--- src/rtl/stack_queue_if.sv ---
// stack_queue_if: request/response bundle of the stack_queue buffer.
// master drives requests and write data, slave returns data and status.
interface stack_queue_if #(
  parameter int WIDTH = 32,
  parameter int DEPTH = 8
);
  localparam int AW = $clog2(DEPTH);

  logic             flush;
  logic             mode;
  logic             push;
  logic [WIDTH-1:0] d;
  logic             pop;
  logic [WIDTH-1:0] q;
  logic             q_valid;
  logic [AW:0]      count;
  logic             empty;
  logic             full;
  logic             overflow;
  logic             underflow;

  modport master (
    output flush, mode, push, d, pop,
    input  q, q_valid, count, empty, full,
    input  overflow, underflow
  );

  modport slave (
    input  flush, mode, push, d, pop,
    output q, q_valid, count, empty, full,
    output overflow, underflow
  );
endinterface

--- src/rtl/stack_queue.sv ---
// stack_queue: LIFO/FIFO buffer with registered read data and valid strobe.
// Define STACK_QUEUE_ERR_EN to build the sticky overflow/underflow flags.
module stack_queue #(
  parameter int WIDTH = 32,
  parameter int DEPTH = 8
) (
  input logic        clk,
  input logic        reset,
  stack_queue_if.slave bus
);
  localparam int AW = $clog2(DEPTH);

  logic [WIDTH-1:0] mem_q [DEPTH];
  logic [AW-1:0]    wr_ptr_q, wr_ptr_d;
  logic [AW-1:0]    rd_ptr_q, rd_ptr_d;
  logic [AW:0]      count_q, count_d;
  logic [WIDTH-1:0] q_q, q_d;
  logic             q_valid_q, q_valid_d;
  logic             mode_r_q, mode_r_d;

  logic             empty, full, fifo;
  logic             push_only, pop_only, both;
  logic [AW-1:0]    top, wr_base, rd_base;
  logic             we;
  logic [AW-1:0]    waddr;

  function automatic logic [AW-1:0] inc(input logic [AW-1:0] p);
    return (p == AW'(DEPTH - 1)) ? '0 : p + 1'b1;
  endfunction

  assign empty     = (count_q == '0);
  assign full      = (count_q == (AW+1)'(DEPTH));
  assign fifo      = empty ? bus.mode : mode_r_q;
  assign push_only = bus.push & ~bus.pop;
  assign pop_only  = bus.pop & ~bus.push;
  assign both      = bus.push & bus.pop;
  // wraps to DEPTH-1 when count == DEPTH is a power of two
  assign top       = count_q[AW-1:0] - 1'b1;
  // an empty buffer always restarts its FIFO pointers at 0
  assign wr_base   = empty ? '0 : wr_ptr_q;
  assign rd_base   = empty ? '0 : rd_ptr_q;

  // next-state for occupancy, pointers, read data and memory write
  always_comb begin
    count_d   = count_q;
    wr_ptr_d  = wr_base;
    rd_ptr_d  = rd_base;
    q_d       = q_q;
    q_valid_d = 1'b0;
    mode_r_d  = fifo;
    we        = 1'b0;
    waddr     = '0;
    if (bus.flush) begin
      count_d  = '0;
      wr_ptr_d = '0;
      rd_ptr_d = '0;
    end else if (both) begin
      q_valid_d = 1'b1;
      if (empty) begin
        q_d = bus.d;
      end else if (fifo) begin
        q_d      = mem_q[rd_base];
        we       = 1'b1;
        waddr    = wr_base;
        wr_ptr_d = inc(wr_base);
        rd_ptr_d = inc(rd_base);
      end else begin
        q_d   = mem_q[top];
        we    = 1'b1;
        waddr = top;
      end
    end else if (push_only && !full) begin
      we      = 1'b1;
      count_d = count_q + 1'b1;
      if (fifo) begin
        waddr    = wr_base;
        wr_ptr_d = inc(wr_base);
      end else begin
        waddr = count_q[AW-1:0];
      end
    end else if (pop_only && !empty) begin
      q_valid_d = 1'b1;
      count_d   = count_q - 1'b1;
      if (fifo) begin
        q_d      = mem_q[rd_base];
        rd_ptr_d = inc(rd_base);
      end else begin
        q_d = mem_q[top];
      end
    end
    if (!fifo) begin
      wr_ptr_d = '0;
      rd_ptr_d = '0;
    end
  end

  // control and read-data registers
  always_ff @(posedge clk) begin
    if (reset) begin
      count_q   <= '0;
      wr_ptr_q  <= '0;
      rd_ptr_q  <= '0;
      q_q       <= '0;
      q_valid_q <= 1'b0;
      mode_r_q  <= 1'b0;
    end else begin
      count_q   <= count_d;
      wr_ptr_q  <= wr_ptr_d;
      rd_ptr_q  <= rd_ptr_d;
      q_q       <= q_d;
      q_valid_q <= q_valid_d;
      mode_r_q  <= mode_r_d;
    end
  end

  // storage array, never reset; reset still blocks writes
  always_ff @(posedge clk) begin
    if (!reset && we) begin
      mem_q[waddr] <= bus.d;
    end
  end

`ifdef STACK_QUEUE_ERR_EN
  logic ovf_q, ovf_d, unf_q, unf_d;

  // sticky error flags, cleared only by reset
  always_comb begin
    ovf_d = ovf_q;
    unf_d = unf_q;
    if (!bus.flush) begin
      if (push_only && full) ovf_d = 1'b1;
      if (pop_only && empty) unf_d = 1'b1;
    end
  end

  // error flag registers
  always_ff @(posedge clk) begin
    if (reset) begin
      ovf_q <= 1'b0;
      unf_q <= 1'b0;
    end else begin
      ovf_q <= ovf_d;
      unf_q <= unf_d;
    end
  end

  assign bus.overflow  = ovf_q;
  assign bus.underflow = unf_q;
`else
  assign bus.overflow  = 1'b0;
  assign bus.underflow = 1'b0;
`endif

  assign bus.q       = q_q;
  assign bus.q_valid = q_valid_q;
  assign bus.count   = count_q;
  assign bus.empty   = empty;
  assign bus.full    = full;
endmodule

--- src/flat_wrapper.sv ---
// flat-port wrapper written by rule: the top's interface ports become plain ports
module stack_queue_flat 
#(
  parameter int WIDTH = 32,
  parameter int DEPTH = 8
)
  (clk, reset, bus_flush, bus_mode, bus_push, bus_d, bus_pop, bus_q, bus_q_valid, bus_count, bus_empty, bus_full, bus_overflow, bus_underflow);
  stack_queue_if #(.WIDTH(WIDTH), .DEPTH(DEPTH)) bus_i ();
  input logic clk;
  input logic reset;
  input wire logic [$bits(bus_i.flush)-1:0] bus_flush;
  input wire logic [$bits(bus_i.mode)-1:0] bus_mode;
  input wire logic [$bits(bus_i.push)-1:0] bus_push;
  input wire logic [$bits(bus_i.d)-1:0] bus_d;
  input wire logic [$bits(bus_i.pop)-1:0] bus_pop;
  output wire logic [$bits(bus_i.q)-1:0] bus_q;
  output wire logic [$bits(bus_i.q_valid)-1:0] bus_q_valid;
  output wire logic [$bits(bus_i.count)-1:0] bus_count;
  output wire logic [$bits(bus_i.empty)-1:0] bus_empty;
  output wire logic [$bits(bus_i.full)-1:0] bus_full;
  output wire logic [$bits(bus_i.overflow)-1:0] bus_overflow;
  output wire logic [$bits(bus_i.underflow)-1:0] bus_underflow;
  assign bus_i.flush = bus_flush;
  assign bus_i.mode = bus_mode;
  assign bus_i.push = bus_push;
  assign bus_i.d = bus_d;
  assign bus_i.pop = bus_pop;
  assign bus_q = bus_i.q;
  assign bus_q_valid = bus_i.q_valid;
  assign bus_count = bus_i.count;
  assign bus_empty = bus_i.empty;
  assign bus_full = bus_i.full;
  assign bus_overflow = bus_i.overflow;
  assign bus_underflow = bus_i.underflow;
  stack_queue #(.WIDTH(WIDTH), .DEPTH(DEPTH)) u_core (.clk(clk), .reset(reset), .bus(bus_i));
endmodule
--- config.mk ---
export PLATFORM = sky130hd
export DESIGN_NAME = stack_queue_flat
export DESIGN_NICKNAME = d
export VERILOG_FILES = /design/src/rtl/stack_queue_if.sv /design/src/rtl/stack_queue.sv /design/src/flat_wrapper.sv
export SDC_FILE = /design/constraint.sdc
export NUM_CORES = 1
export LEC_CHECK = 0
export CORE_MARGIN = 2
export CORE_UTILIZATION = 30
export DETAILED_ROUTE_END_ITERATION = 8
export PLACE_DENSITY = 0.52
export RECOVER_POWER = 50
export SYNTH_ARGS = -nofsm -noshare
export SYNTH_HDL_FRONTEND = slang
export SYNTH_SLANG_ARGS = --single-unit
export TNS_END_PERCENT = 1
--- constraint.sdc ---
create_clock -name clk -period 8.8 [get_ports clk]
set_clock_uncertainty 0.15 [all_clocks]
set_input_delay 1.76 -clock clk [delete_from_list [all_inputs] [get_ports clk]]
set_output_delay 1.76 -clock clk [all_outputs]
set_load 0.05 [all_outputs]
* Word-level counts from Yosys, hierarchy flattened
Memory sizes are Yosys's and may differ from the RTL's. Index checks and enable logic that the tools add are counted.
Word-level totals: register bits 44, latch bits 0, bits in writable memories 256, memory bits (read-only) 0, output and inout bits 41, logic and storage cells 71, memories kept 1
Cells by class: add/sub/neg operators 5, multipliers 0, divide/modulo/power cells 0, order comparisons 0, eq/ne operators 4, shift-type cells 0, multiplexer cells 34, bitwise gates (word level) 8, reduce and logical (&&, ||, !) cells 13
Memory list:
- u_core.mem_q | depth 8, bits a word 32, read ports 2, clocked after memory_dff 0, write ports 1, RTL line stack_queue.sv:13 | logic [WIDTH-1:0] mem_q [DEPTH];
Operators by type and width (count):
- $mux W32 | 5
- $mux W3 | 17
- $mux W1 | 10
- $mux W4 | 2
- $add A3 B1 Y3 const B | 2
- $eq A3 B3 Y1 const B | 2
- $not A1 Y1 | 5
- $add A4 B1 Y4 const B | 1
- $eq A4 B4 Y1 const B | 1
- $logic_not A4 Y1 | 1
- $reduce_bool A2 Y1 | 2
- $sub A4 B1 Y4 const B | 1
- $and A1 B1 Y1 | 3
- $logic_and A1 B1 Y1 | 3
- $logic_not A1 Y1 | 3
- $reduce_and A3 Y1 | 1
- $reduce_or A3 Y1 | 1
- $sub A3 B1 Y3 const B | 1
- $ne A2 B1 Y1 const B | 1
- $reduce_and A2 Y1 | 1
- $reduce_or A2 Y1 | 1

* Logic depth before layout (Yosys ltp)
depth after elaboration 9, mapped depth 15

* Worst setup path before layout
Ideal clock, no wire load.
path type reg-to-reg, start point reg u_core.count_q[0], in the netlist u_core.bus.count[0], end point mem u_core.mem_q[3][0], enable pin, arrival 5211 ps, required time 8189 ps, setup slack 2978 ps, cell stages (with the launch flop) 15, buffers on the path 7, period minus slack after synthesis 5822 ps, cell sequence dfxtp_1 buf_2 buf_2 buf_2 inv_1 ha_1 buf_4 or3b_1 buf_6 inv_2 buf_6 buf_6 a21oi_1 o221ai_1 nor3_1
Between the ends: elaborated cells on any way between the ends 20
RTL lines:
- start: declaration | RTL line stack_queue.sv:16 | logic [AW:0] count_q, count_d;
- start signal: assignment | RTL line stack_queue.sv:107 | count_q <= count_d;
- $sub A3 B1 Y3 | RTL line stack_queue.sv:38 | assign top = count_q[AW-1:0] - 1'b1;
- net u_core.top[0] | RTL line stack_queue.sv:23 | logic [AW-1:0] top, wr_base, rd_base;
- $mux W3 | RTL line stack_queue.sv:61 | end else if (fifo) begin
- $mux W3 | RTL line stack_queue.sv:59 | if (empty) begin
- $mux W3 | RTL line stack_queue.sv:57 | end else if (both) begin
- $mux W3 | RTL line stack_queue.sv:53 | if (bus.flush) begin
- end: declaration | RTL line stack_queue.sv:13
The timed path passes the listed nets, and every way through them passes these cells.

* Worst setup path after layout
start point reg u_core.count_q[0], in the netlist u_core.bus.count[0], end point mem u_core.mem_q[6][15], enable pin
Same word-level chain as after synthesis.

==> results.txt <==
Pwr dens: 196 nW/um^2
Unrepaired setup endpoints after global routing: false
CP top delay family: flip-flops
Cell at the slowest stage of the critical path: dfxtp_1
Share of the synthesized area in the top cell type: 0.532
Worst-Skew Late Latency: 0.52 ns
Setup TNS: 0 ns
Tmin final: 5.81 ns
CTS Hold Bufs: 0
Primary FF master, synth: edfxtp_1
Pin count of the biggest net entering global routing: 84
Worst EP arrival: 5.80 ns
Synthesized area per cell: 14.4 um^2
Detailed Route WL: 41000 um
Worst vdd ir: 0.0981 mV
DRC Markers: 0
Synth area leaders: edfxtp_1, mux4_2, dfxtp_1
Fin. max-slew vios: 66
CTS buffer count: 34
First-pass GRT wire length: 61900 um
Post-DRT Antenna Nets: 0
Final setup margin: 2.99 ns
Detailed-route wire length per cell: 24.2 um
Crit-path max cell delay: 1.62 ns
Core area: 47600 um^2
Ant diodes: 0
Failing checks: max-capacitance violations, max-slew violations
Total Power: 3310 uW
Detailed placement HPWL: 22700 um
WP data required: 8.80 ns
Post-CTS setup buffer count: 0
Final Cell Area: 16900 um^2
H-tree levels: 2
Setup slack at placement: 3.95 ns
Starting Density: 0.303
Period utilisation layout: 0.660
Vias per inst: 5.57
PostCTS Resize Cnt: 0
Final hold vios: 0
Die W: 223 um
Post-DP Area: 15900 um^2
Grt total ovfl: 0
Most common cell in the netlist: edfxtp_1
Status: complete, but fails checks
Commonest cells in the netlist: edfxtp_1, a21oi_1, mux4_2, nand2_1, o221ai_1
Router iterations before antenna repair: 5
Post-Synthesis Cells: 1003
Post-synth EDFFs: 256
TritonCTS clock tree: done
Die height: 223 um
IO buf count: 76
Synthesis Warnings: 0
Ports: 79
GPL Wtd Cong: 0.764
Clock slew at reported path FFs: 0.06 ns
Sink Count: 300
Critical path peak fanout: 35
Most area-hungry cell type in the Yosys netlist: edfxtp_1
Clk Tree Root Cell: clkbuf_16
Hold crit path type: reg -> reg
1st-iter DRT viols: 791
Initial antenna violation count: 0
CP startpoint kind: flip-flop
# setup viols final: 0
Post-synthesis cell area: 14500 um^2
WS Path Type: reg -> reg
Clock Tree Buf Depth: 3
Row count: 80
Filler cells: 4523
Fmax: 0.172 GHz
Asr flop ratio synth: 0
Max_cap viols: 2
Vias post-DR: 9432
Sequential-to-total area share from yosys stat: 0.593
GRT Resource Usage Total: 0.164
Yosys cell types: 55
Slew headroom: -0.295
WP buf/inv: 3
Most used cell, CP: buf_4
Final #Nets: 1096
Crit end category: flip-flop
Number of global-route vias before repair: 9763
Hold WS: 0.389 ns
Worst path cell trace: inv_1 > ha_1 > or3b_1 > buf_4 > mux2_1 > o21ai_2 > nand2b_1 > nor3_2 > buf_4
P&R area growth vs syn: 16.9%
Leak Pwr: 0.00519 uW
Die area: 49900 um^2
Share of layout cells above drive strength 1: 0.197
Seq cells post-synth: 300
Slew @ Worst Pin: 1.94 ns
[registers in the layout (all words and copies together) (netlist names)]
| register | cells |
|---|---|
| u_core.mem_q | 256 |
| u_core.bus.q | 32 |
| u_core.bus.count | 4 |
| u_core.rd_ptr_q | 3 |
| u_core.wr_ptr_q | 3 |
| u_core.bus.q_valid | 1 |
| u_core.mode_r_q | 1 |
[path summary, 6_finish.rpt]
path,from,to,slack (ns),depth (start not counted)
worst max-delay path,u_core.bus.count[0],u_core.mem_q[6][15],2.99,9
worst min-delay path,u_core.wr_ptr_q[1],u_core.wr_ptr_q[1],0.39,2
worst max register to register,u_core.bus.count[0],u_core.mem_q[6][15],2.99,9
worst min register to register,u_core.wr_ptr_q[1],u_core.wr_ptr_q[1],0.39,2
[area by class of cell]
class / count / area, um^2 / share of cell area
well taps: 615 / 769 / 0.0455
inverters: 6 / 22.5 / 0.00133
multi-input cells: 606 / 5490 / 0.325
clock inverters: 14 / 128 / 0.00755
repair buffers: 105 / 978 / 0.0579
flip-flops and latches: 300 / 8580 / 0.508
clock buffers: 46 / 937 / 0.0555
[layer usage]
metal,vias up,global-route usage,share of wire
li1,4176,-,-
met1,4841,0.218,0.43
met2,328,0.274,0.49
met3,87,0.0232,0.050
met4,0,0.0624,0.028
met5,-,0,0
[placed cells by master (no fill, tap or decap), drive strengths merged, types with 4 or more instances in the layout]
cell,netlist,routed
nor3,27,27
mux4,97,97
nand2b,4,4
inv,5,7
a221o,29,29
a31o,15,15
o221ai,49,49
clkdlybuf4s50,0,12
nand2,94,94
dfxtp,44,44
edfxtp,256,256
nor2b,23,23
a21oi,98,98
ha,4,4
clkinv,1,10
clkbuf,45,46
o21ai,36,36
and2,4,4
mux2,17,17
mux2i,17,17
buf,47,29
nor2,34,34
a22o,4,4
dlygate4sd3,0,64
o311ai,16,16
xnor2,5,5
[worst reg2reg max path: cells and delay by family (launching register included)]
| family | cells | cell delay (ns) |
|---|---|---|
| adder cells (fa/ha/maj) | 1 | 0.39 |
| AO/OA/AOI/OAI | 1 | 0.18 |
| buffers and inverters | 3 | 1.04 |
| multiplexers | 1 | 1.35 |
| AND/OR/NAND/NOR | 3 | 0.69 |
| flip-flops | 1 | 1.62 |
[logic make-up after synthesis]
family / share of synthesized area
flops: 0.593
fa+ha+maj: 0.00485
other cells: 0.000260
buf+inv: 0.0321
xor+xnor: 0.00424
compound gates: 0.127
simple gates: 0.0622
mux: 0.176
[through the flow]
stage,std cells,util
after floorplan,1004,-
after global placement,1632,0.333
after detailed placement,1632,0.333
after CTS,1692,0.355
after global routing,1692,0.355
final,1692,0.355
[power breakdown]
| group | internal (uW) | leakage, uW | switching [uW] |
|---|---|---|---|
| clock | 808 | 0.000524 | 561 |
| sequential | 1560 | 0.00266 | 19.9 |
| combinational | 131 | 0.00200 | 230 |
No activity file was read; power rests on OpenSTA's default activity.
